## src/rtl/cnn_layer_sequencer.sv

```systemverilog
// Frame-level sequencer for the four-stage CNN layer timer. It walks the stages 1..4 with settle
// gaps between them and a per-stage watchdog, and reports done, err and a frame count.
module cnn_layer_sequencer #(
    parameter int unsigned GAP_CYCLES = 1,
    parameter int unsigned WDOG_W     = 12,
    parameter int unsigned WDOG_LIMIT = 1023,
    parameter int unsigned FCNT_W     = 16
) (
    input  logic              S_AXIS_ACLK,
    input  logic              S_AXIS_ARESET,
    input  logic              start,
    input  logic              abort,
    input  logic              To1,
    input  logic              To2,
    input  logic              To3,
    input  logic              To4,
    output logic              Ti1,
    output logic              Ti2,
    output logic              Ti3,
    output logic              Ti4,
    output logic              start_ready,
    output logic              busy,
    output logic [2:0]        stage,
    output logic              done,
    output logic              err,
    output logic [FCNT_W-1:0] frame_cnt
);

    // Encodings double as the externally visible stage code.
    typedef enum logic [2:0] {
        StIdle = 3'd0,
        StS1   = 3'd1,
        StS2   = 3'd2,
        StS3   = 3'd3,
        StS4   = 3'd4,
        StGap  = 3'd5,
        StDone = 3'd6,
        StErr  = 3'd7
    } state_e;

    localparam logic [WDOG_W-1:0] WdogLast = WDOG_W'(WDOG_LIMIT - 1);
    localparam logic [3:0]        GapLast  = 4'(GAP_CYCLES - 1);

    state_e              state_q, state_d;
    logic [2:0]          nxt_stage_q, nxt_stage_d;
    logic [WDOG_W-1:0]   wdog_q, wdog_d;
    logic [3:0]          gap_q, gap_d;
    logic                err_q, err_d;
    logic [FCNT_W-1:0]   frame_cnt_q, frame_cnt_d;
    logic                stage_to;

    // Only the completion flag of the active stage matters.
    always_comb begin
        stage_to = 1'b0;
        unique case (state_q)
            StS1:    stage_to = To1;
            StS2:    stage_to = To2;
            StS3:    stage_to = To3;
            StS4:    stage_to = To4;
            default: stage_to = 1'b0;
        endcase
    end

    always_comb begin
        state_d     = state_q;
        nxt_stage_d = nxt_stage_q;
        wdog_d      = wdog_q;
        gap_d       = gap_q;
        err_d       = err_q;
        frame_cnt_d = frame_cnt_q;

        unique case (state_q)
            StIdle: begin
                if (start) begin
                    state_d = StS1;
                    err_d   = 1'b0;
                    wdog_d  = '0;
                end
            end
            StS1, StS2, StS3, StS4: begin
                wdog_d = wdog_q + 1'b1;
                if (stage_to) begin
                    // A flag already high on the first stage cycle is left over from before.
                    if (wdog_q == '0) begin
                        state_d = StErr;
                    end else if (state_q == StS4) begin
                        state_d = StDone;
                    end else begin
                        state_d     = StGap;
                        nxt_stage_d = 3'(state_q) + 3'd1;
                        gap_d       = '0;
                    end
                end else if (wdog_q == WdogLast) begin
                    state_d = StErr;
                end
            end
            StGap: begin
                if (gap_q == GapLast) begin
                    state_d = state_e'(nxt_stage_q);
                    wdog_d  = '0;
                end else begin
                    gap_d = gap_q + 4'd1;
                end
            end
            StDone: begin
                state_d     = StIdle;
                frame_cnt_d = frame_cnt_q + 1'b1;
            end
            StErr: begin
                state_d = StIdle;
            end
        endcase

        if (state_d == StErr) begin
            err_d = 1'b1;
        end

        // Abort overrides every other transition and leaves the reported status untouched.
        if (abort) begin
            state_d     = StIdle;
            err_d       = err_q;
            frame_cnt_d = frame_cnt_q;
        end
    end

    always_ff @(posedge S_AXIS_ACLK) begin
        if (S_AXIS_ARESET) begin
            state_q     <= StIdle;
            nxt_stage_q <= 3'd0;
            wdog_q      <= '0;
            gap_q       <= '0;
            err_q       <= 1'b0;
            frame_cnt_q <= '0;
        end else begin
            state_q     <= state_d;
            nxt_stage_q <= nxt_stage_d;
            wdog_q      <= wdog_d;
            gap_q       <= gap_d;
            err_q       <= err_d;
            frame_cnt_q <= frame_cnt_d;
        end
    end

    assign Ti1         = (state_q == StS1);
    assign Ti2         = (state_q == StS2);
    assign Ti3         = (state_q == StS3);
    assign Ti4         = (state_q == StS4);
    assign start_ready = (state_q == StIdle);
    assign busy        = (state_q != StIdle);
    assign stage       = 3'(state_q);
    assign done        = (state_q == StDone);
    assign err         = err_q;
    assign frame_cnt   = frame_cnt_q;

endmodule

```

## config.mk

```make
export PLATFORM = sky130hd
export DESIGN_NAME = cnn_layer_sequencer
export DESIGN_NICKNAME = d
export VERILOG_FILES = /design/src/rtl/cnn_layer_sequencer.sv
export SDC_FILE = /design/constraint.sdc
export NUM_CORES = 1
export LEC_CHECK = 0
export CORE_MARGIN = 2
export CORE_UTILIZATION = 53
export DETAILED_ROUTE_END_ITERATION = 6
export HOLD_SLACK_MARGIN = 0.03
export PLACE_DENSITY = 0.83
export SLEW_MARGIN = 20
export SYNTH_ARGS = -nofsm -noshare
export SYNTH_HDL_FRONTEND = slang
export SYNTH_SLANG_ARGS = --single-unit
```

## constraint.sdc

```tcl
create_clock -name S_AXIS_ACLK -period 3.55 [get_ports S_AXIS_ACLK]
set_clock_uncertainty 0.2 [all_clocks]
set_input_delay 0.355 -clock S_AXIS_ACLK [delete_from_list [all_inputs] [get_ports S_AXIS_ACLK]]
set_output_delay 0.355 -clock S_AXIS_ACLK [all_outputs]
set_load 0.005 [all_outputs]
```

Word level (Yosys, flattened, before mapping)
Cells that the tools add are included. Widths: inputs -> output; s select.

Bits in registers: 39. Input bits: 8. Word-level logic and storage cells: 63.

Add/subtract/negate cells: 4. Equality and inequality tests: 15. Mux-type cells: 19. Bitwise logic cells: 3. Reductions and logical operators: 16.

Operator list (number): $pmux 12 s3 (1); $mux 12 (2); $add 16x1->16 const B (1); $mux 4 (4); $eq 3x3->1 const B (5); $add 12x1->12 const B (1); $eq 12x10->1 const B (1); $logic_not 12->1 (1); $mux 3 (4); $ne 2x2->1 const B (6); $pmux 3 s4 (1); $pmux 4 s2 (1); $eq 3x2->1 const B (2); $reduce_and 3->1 (2); $reduce_bool 2->1 (3); $reduce_bool 3->1 (2); $reduce_and 5->1 (1); $add 4x1->4 const B (1); $logic_not 4->1 (1); $mux 2 (2); $pmux 1 s4 (1); $reduce_and 4->1 (1); $reduce_or 2->1 (2); $reduce_or 4->1 (1); other kinds (6) (10).

Logic depth before layout (Yosys ltp)
Gate-level depths: netlist of run 1.

Word-level depth: 8. Mapped depth: 9.

Least setup slack after synthesis of run 1
No wires, ideal clock.

Path kind: reg-to-reg. Start point: register state_q[2] (netlist: stage[2]). End point: register gap_q[1]. Arrival time: 2302 ps. Required time: 3279 ps. Setup slack: 978 ps. Stages on the path, launching flop included: 9. Buffers on the path: 2. Cell sequence: dfxtp_1 > clkbuf_1 > clkbuf_1 > inv_1 > ha_1 > a21oi_1 > a32oi_1 > or4_1 > a21oi_1.

Cells in the longest elaborated chain, start to end: 4. Elaborated cells between the ends (all ways): 14.

RTL lines: start: declaration (line 44) `state_e state_q, state_d;`; start signal: assignment (line 128) `state_q <= StIdle;`; start signal: assignment (line 135) `state_q <= state_d;`; $eq 3x2->1 (*); net Ti3 (line 19) `output logic Ti3,`; $pmux 1 s4 or $reduce_or 4->1 (tied branches) (line 55, 72); $ne 2x2->1 (no line) or $reduce_bool 2->1 (tied branches); $reduce_and 5->1 (no line); end signal: assignment (line 138) `gap_q <= gap_d;`; end: declaration (line 47) `logic [3:0] gap_q, gap_d;`.

The timed path passes the listed nets; every way through them passes the cells marked *. A chain may end at the register's enable or synchronous reset.

Final worst setup path of run 1
Start point: register state_q[1] (netlist: stage[1]). End point: register gap_q[1].

Cells in the longest elaborated chain, start to end: 4. Elaborated cells between the ends (all ways): 14.

RTL lines (line): $eq 3x3->1, or another cell as far along (55, 72, 86); $pmux 1 s4 or $reduce_or 4->1 (tied branches) (55, 72); $ne 2x2->1 (no line) or $reduce_bool 2->1 (tied branches); $reduce_and 5->1 (no line).

Parallel ways exist; a longest one is shown, timed or not.

==> results of run 1 <==
routing by layer:
layer / track usage / up-vias / share of wire
li1: - / 980 / -
met1: 0.295 / 884 / 0.45
met2: 0.375 / 68 / 0.48
met3: 0.0633 / 9 / 0.050
met4: 0.110 / 0 / 0.020
met5: 0 / - / 0
power by group through the flow:
| stage | Combinational (uW) | Clock, uW | Sequential, uW |
|---|---|---|---|
| 2_1_floorplan | 67.1 | 0 | 457 |
| 3_3_place_gp | 108 | 0 | 459 |
| 3_5_place_dp | 110 | 0 | 459 |
| 4_1_cts | 110 | 379 | 449 |
| 5_1_grt | 126 | 398 | 450 |
| 6_report | 111 | 373 | 449 |
metrics by stage:
step	util	setup WS (ps)	cells	power [uW]	cell area, sq um
after floorplan	-	978	257	525	2130
final	0.664	656	341	933	2620
after global routing	0.664	443	341	974	2620
after CTS	0.664	714	341	939	2620
after detailed placement	0.636	741	333	569	2510
after global placement	0.636	871	333	567	2510
layout make-up:
class	instances	area [sq um]	share of cell area
clock buffers	5	68.8	0.0263
clock inverters	3	43.8	0.0167
inverters	15	56.3	0.0215
multi-input cells	193	1250	0.478
flip-flops and latches	39	781	0.298
well taps	50	62.6	0.0239
repair buffers	36	355	0.136
tightest hold or removal path, stage by stage, from the launching register on:
cell,delay (ps)
dfxtp_1,330
nand2_1,60
a21oi_1,50
placed cells by master (no fill, tap or decap), types with 6 or more instances in the layout:
cell and count:
dfxtp_1 39, clkdlybuf4s50_1 34, nor2_1 30, nand2_1 20
a21oi_1 16, inv_1 15, xnor2_1 13, ha_1 11
o21ai_0 10, nand3_1 9, or3_1 7, nor3_1 7
xor2_1 7, nand4_1 6
worst paths after layout:
path	slack [ps]	startpoint	endpoint	cells past startpoint
setup reg to reg	660	stage[1]	gap_q[1]	7
hold / removal	280	nxt_stage_q[1]	nxt_stage_q[1]	2
setup / recovery	660	stage[1]	gap_q[1]	7
hold reg to reg	280	nxt_stage_q[1]	nxt_stage_q[1]	2
sequential cells by signal (all words and copies together) (netlist names):
signal       count
frame_cnt       16
gap_q            4
nxt_stage_q      3
wdog_q          12
err              1
stage            3
cell families (layout without fill, tap and decap cells):
logic type | after synthesis | in the layout | share of synthesized area
flops | 39 | 39 | 0.366
mux | 5 | 5 | 0.0234
simple gates | 107 | 107 | 0.258
compound gates | 50 | 50 | 0.158
xor+xnor | 20 | 20 | 0.0821
buf+inv | 25 | 59 | 0.0481
fa+ha+maj | 11 | 11 | 0.0645
==> qor.yml, run 1 <==
drt:
  wirelength_um: 4780
  vias: 1941
  viasPerCell: 5.69
  first_iter_violations: 159
  drt.antenna.violating_nets: 0
  drc: 0
  detail_route.wl_per_cell_um: 14.0
  dr.pass1.iters: 4
logic_synthesis:
  avgSynthCellArea_sq_um: 8.31
  yosysMostFrequentCell: "dfxtp_1"
  syn_area_sq_um: 2130
  synthArstFlopShare: 0
  synth_area_leaders: "dfxtp_1 (37%), ha_1 (6.4%), xnor2_1 (5.3%)"
  yosysSeqAreaShare: 0.366
  synth_commonest_cells: "dfxtp_1 (39), nor2_1 (30), nand2_1 (20), a21oi_1 (16), inv_1 (15)"
  synth_largest_area_cell: "dfxtp_1"
  synth_top_area_frac: 0.366
  synth_edf_count: 0
  syn_nets: 276
  synthCells: 257
  synth_cell_types: 43
  synthFlopType: "dfxtp_1"
  ys_seq_elements: 39
  synth_warnings: 0
sta:
  fin_crit_sh: 0.815
  finalHoldViolations: 0
  tightest_slew_ps: 716
  finalSetupViolCount: 0
  finalCriticalPeriod_ps: 2890
  rsz0062_at_grt: "no"
  drv_slew: 0
  finalSetupTns_ps: 0
  slew_headroom: 0.522
  holdWs_ps: 282
  fmax_ghz: 0.346
worst_setup_path:
  cpMaxStageDelayCell: "dfxtp_1"
  cp_top_family: "compound AO/OA/AOI/OAI gates"
  crit_chain: "inv_1, ha_1, or3_1, a21oi_1, a32oi_1, or4_1, a21oi_1"
  cp-end-kind: "register"
  cp.buffers_inverters: 1
  start_kind: "register"
  worstSetupPathType: "reg2reg"
  max_stage_delay_ps: 510
  worstPathArrival_ps: 2920
  path_common_cell: "a21oi_1"
  path_max_fanout: 8
  worstPathRequired_ps: 3580
global_route:
  grt_usage: 0.235
  grt_remaining_overflow: 0
  grt_max_degree: 26
  grt_pass1_vias: 1820
  antenna_found_initial: 0
  grt_pass1_wl_um: 8200
power:
  pwr-share-comb: 0.119
  seqPwrFrac: 0.481
  switching_share: 0.251
  p_leak_uw: 0.000890
  clkPwrFrac: 0.400
  intPower_uw: 699
  power_density_nw_per_um2: 356
  ir_drop_uv: 274
  switchingPower_uw: 234
clock_network:
  numCtsBuffers: 5
  clk_pin_slew_worst_paths_ps: 80
  post_cts.repair.setup_buffers: 0
  cts.sinks: 39
  cts_tree: "yes"
  cts_resized: 0
  clockBufferDepth: 2
  h-tree-depth: 2
  clkLatencyLatePin_ps: 300
  cts-root-buf: "clkbuf_8"
  cts-hold-fix-buffers: 0
job:
  cap_violations: 0
floorplanning:
  die_w_um: 67.5
  core_sq_um: 3940
  fp-row-count: 23
  die-area_sq_um: 4550
  io-pin-count: 35
  initial_core_util: 0.541
  dieHeight_um: 67.5
final_layout:
  nFillCells: 323
  drive_above_1_share: 0.0412
  fin_nets: 309
  syn_to_final_growth_pct: 22.7
  antennaDiodeCount: 0
placed_design:
  dp_hpwl_um: 3580
  place_congestion: 0.895
  portBuffers: 34
hold_path:
  hold_path_class: "reg2reg"
outcome:
  status: "complete, no violations"
Note: power is estimated with default switching activity, not from simulation.
==> run 2, diff against run 1 <==
==> constraint.sdc (replaced) <==
create_clock -name S_AXIS_ACLK -period 2.72 [get_ports S_AXIS_ACLK]
set_clock_uncertainty 0.2 [all_clocks]
set_input_delay 0.272 -clock S_AXIS_ACLK [delete_from_list [all_inputs] [get_ports S_AXIS_ACLK]]
set_output_delay 0.272 -clock S_AXIS_ACLK [all_outputs]
set_load 0.005 [all_outputs]
==> run 2 against run 1 <==
  * Core utilization grew 2.3 points
  * Sequential share of layout area shrank 0.97 points
  * Cell count grew 2.6%
  * Combinational power grew 46%
  * Global-route usage grew 0.24 points
  * Routed wire length grew 2.9%
  * Hold slack gained 8.6 ps
  * First-iteration DRC count shrank 14%
  * Die area is the same
  * Clock-buffer cell count is the same
  * Sequential power grew 31%
  * Largest cell class unchanged
==> qor.yml, run 2 (synthesized netlist as in run 1, its figures left out) <==
outcome:
  status: "complete, no violations"
sta:
  finalSetupViolCount: 0
  finalHoldViolations: 0
  finalCriticalPeriod_ps: 2590
  rsz0062_at_grt: "no"
  slew_headroom: 0.623
  drv_slew: 0
  tightest_slew_ps: 552
  finalSetupTns_ps: 0
  setup_ws_ps: 126
  fmax_ghz: 0.385
  fin_crit_sh: 0.954
clock_network:
  cts.sinks: 39
  post_cts.repair.setup_buffers: 0
  cts-root-buf: "clkbuf_8"
  numCtsBuffers: 5
  clk_pin_slew_worst_paths_ps: 70
  clockBufferDepth: 2
  h-tree-depth: 2
  cts_tree: "yes"
  clkLatencyLatePin_ps: 300
worst_setup_path:
  cpMaxStageDelayCell: "or4_1"
  timing.reg2reg.setup_slack_ps: 130
  worstSetupPathType: "reg2reg"
  cp_top_family: "simple AND/OR/NAND/NOR gates"
  cp.buffers_inverters: 1
  worstPathRequired_ps: 2730
  cp-end-kind: "register"
  path_common_cell: "a21oi_1"
  max_stage_delay_ps: 450
  path_max_fanout: 6
  worstRegToRegCells: 7
  worstPathArrival_ps: 2610
  crit_chain: "inv_1, ha_1, or3_1, a21oi_1, a32oi_1, or4_1, a21oi_1"
  rr_startpoint: "stage[0]"
  reg2reg_to: "gap_q[1]"
  start_kind: "register"
drt:
  wirelength_um: 4920
  drc: 0
  dr.pass1.iters: 4
  detail_route.wl_per_cell_um: 14.0
  vias: 1992
  viasPerCell: 5.69
  drt.antenna.violating_nets: 0
  first_iter_violations: 137
hold_path:
  whs_path_depth: 2
  holdPathEnd: "nxt_stage_q[1]"
  hold_start: "nxt_stage_q[1]"
  hold_path_class: "reg2reg"
final_layout:
  drive_above_1_share: 0.0733
  largest_register_ffs: 16
  antennaDiodeCount: 0
  nFillCells: 333
  multiInputGateArea_sq_um: 1250
  final_common_cell: "dfxtp_1"
  fin_util: 0.688
  fin_nets: 318
  area.sequential_sq_um: 782
  syn_to_final_growth_pct: 27.0
  layout_common_cells: "dfxtp_1 (38), clkdlybuf4s50_1 (34), nor2_1 (30), nand2_1 (20), a21oi_1 (16)"
power:
  power_density_nw_per_um2: 488
  p_leak_uw: 0.000942
  ir_drop_uv: 334
floorplanning:
  die_w_um: 67.5
  dieHeight_um: 67.5
  initial_core_util: 0.541
  fp-row-count: 23
  core_sq_um: 3940
  die-area_sq_um: 4550
  io-pin-count: 35
job:
  cap_violations: 0
placed_design:
  dp_hpwl_um: 3670
  place_congestion: 0.881
  place_ws_ps: 105
  portBuffers: 34
global_route:
  grt_usage: 0.238
  grt_pass1_vias: 1854
  grt_pass1_wl_um: 8260
  grt_remaining_overflow: 0
  grt_max_degree: 21
  antenna_found_initial: 0
-- run 2: cell count changes in the layout (fill, tap and decap cells not counted), sizes merged --
cell / before / now
buf: 2 / 11
clkinv: 2 / 0
bufinv: 1 / 2
clkinvlp: 0 / 1
-- run 2: metal layers --
layer | up-vias | GRT usage | routed length (um)
met2 | 68 | 0.395 | 2260
met4 | 0 | 0.0765 | 87
met5 | - | 0 | 0
li1 | 998 | - | -
met3 | 9 | 0.0550 | 256
met1 | 917 | 0.304 | 2310
-- run 2: how the worst max path moves through the flow --
stage | startpoint | endpoint | slack, ps | cells after the start
after floorplan | stage[2] | gap_q[1] | 150 | 8
after global placement | stage[0] | gap_q[1] | 190 | 7
after detailed placement | stage[0] | gap_q[1] | 100 | 7
after CTS | stage[0] | gap_q[1] | 80 | 7
after global routing | stage[0] | gap_q[3] | 40 | 7
final | stage[0] | gap_q[1] | 130 | 7
-- run 2: area by class of cell --
cell class / instances / area share
clock buffer: 5 / 0.0254
clock inverter: 3 / 0.0249
tap: 50 / 0.0231
sequential: 39 / 0.288
timing repair buffer: 45 / 0.156
multi-input combinational: 193 / 0.461
inverter: 15 / 0.0208
-- run 2: what timing repair did --
| item | in CTS | in global routing |
|---|---|---|
| resized for setup | 0 | 1 |
| hold endpoints to repair | 0 | 0 |
| endpoints found under the setup margin | 0 | 3 |
| hold buffers | 0 | 0 |
-- run 2: per-stage QoR --
stage	hold WS [ps]	power, uW	cells	cell area, sq um
6_report	291	1320	350	2710
3_3_place_gp	257	756	342	2570
5_1_grt	306	1370	350	2710
3_5_place_dp	283	758	342	2570
2_1_floorplan	151	685	257	2130
4_1_cts	294	1330	350	2710
-- run 2: tightest hold or removal path: stages, from the launching register on --
cell     delay [ps]
dfxtp_1         330
nand2_1          60
a21oi_1          60
-- run 2: where the power goes --
group	total (uW)	switching, uW	internal, uW
logic	162	87.5	74.9
registers	586	8.81	577
clock network	575	210	366
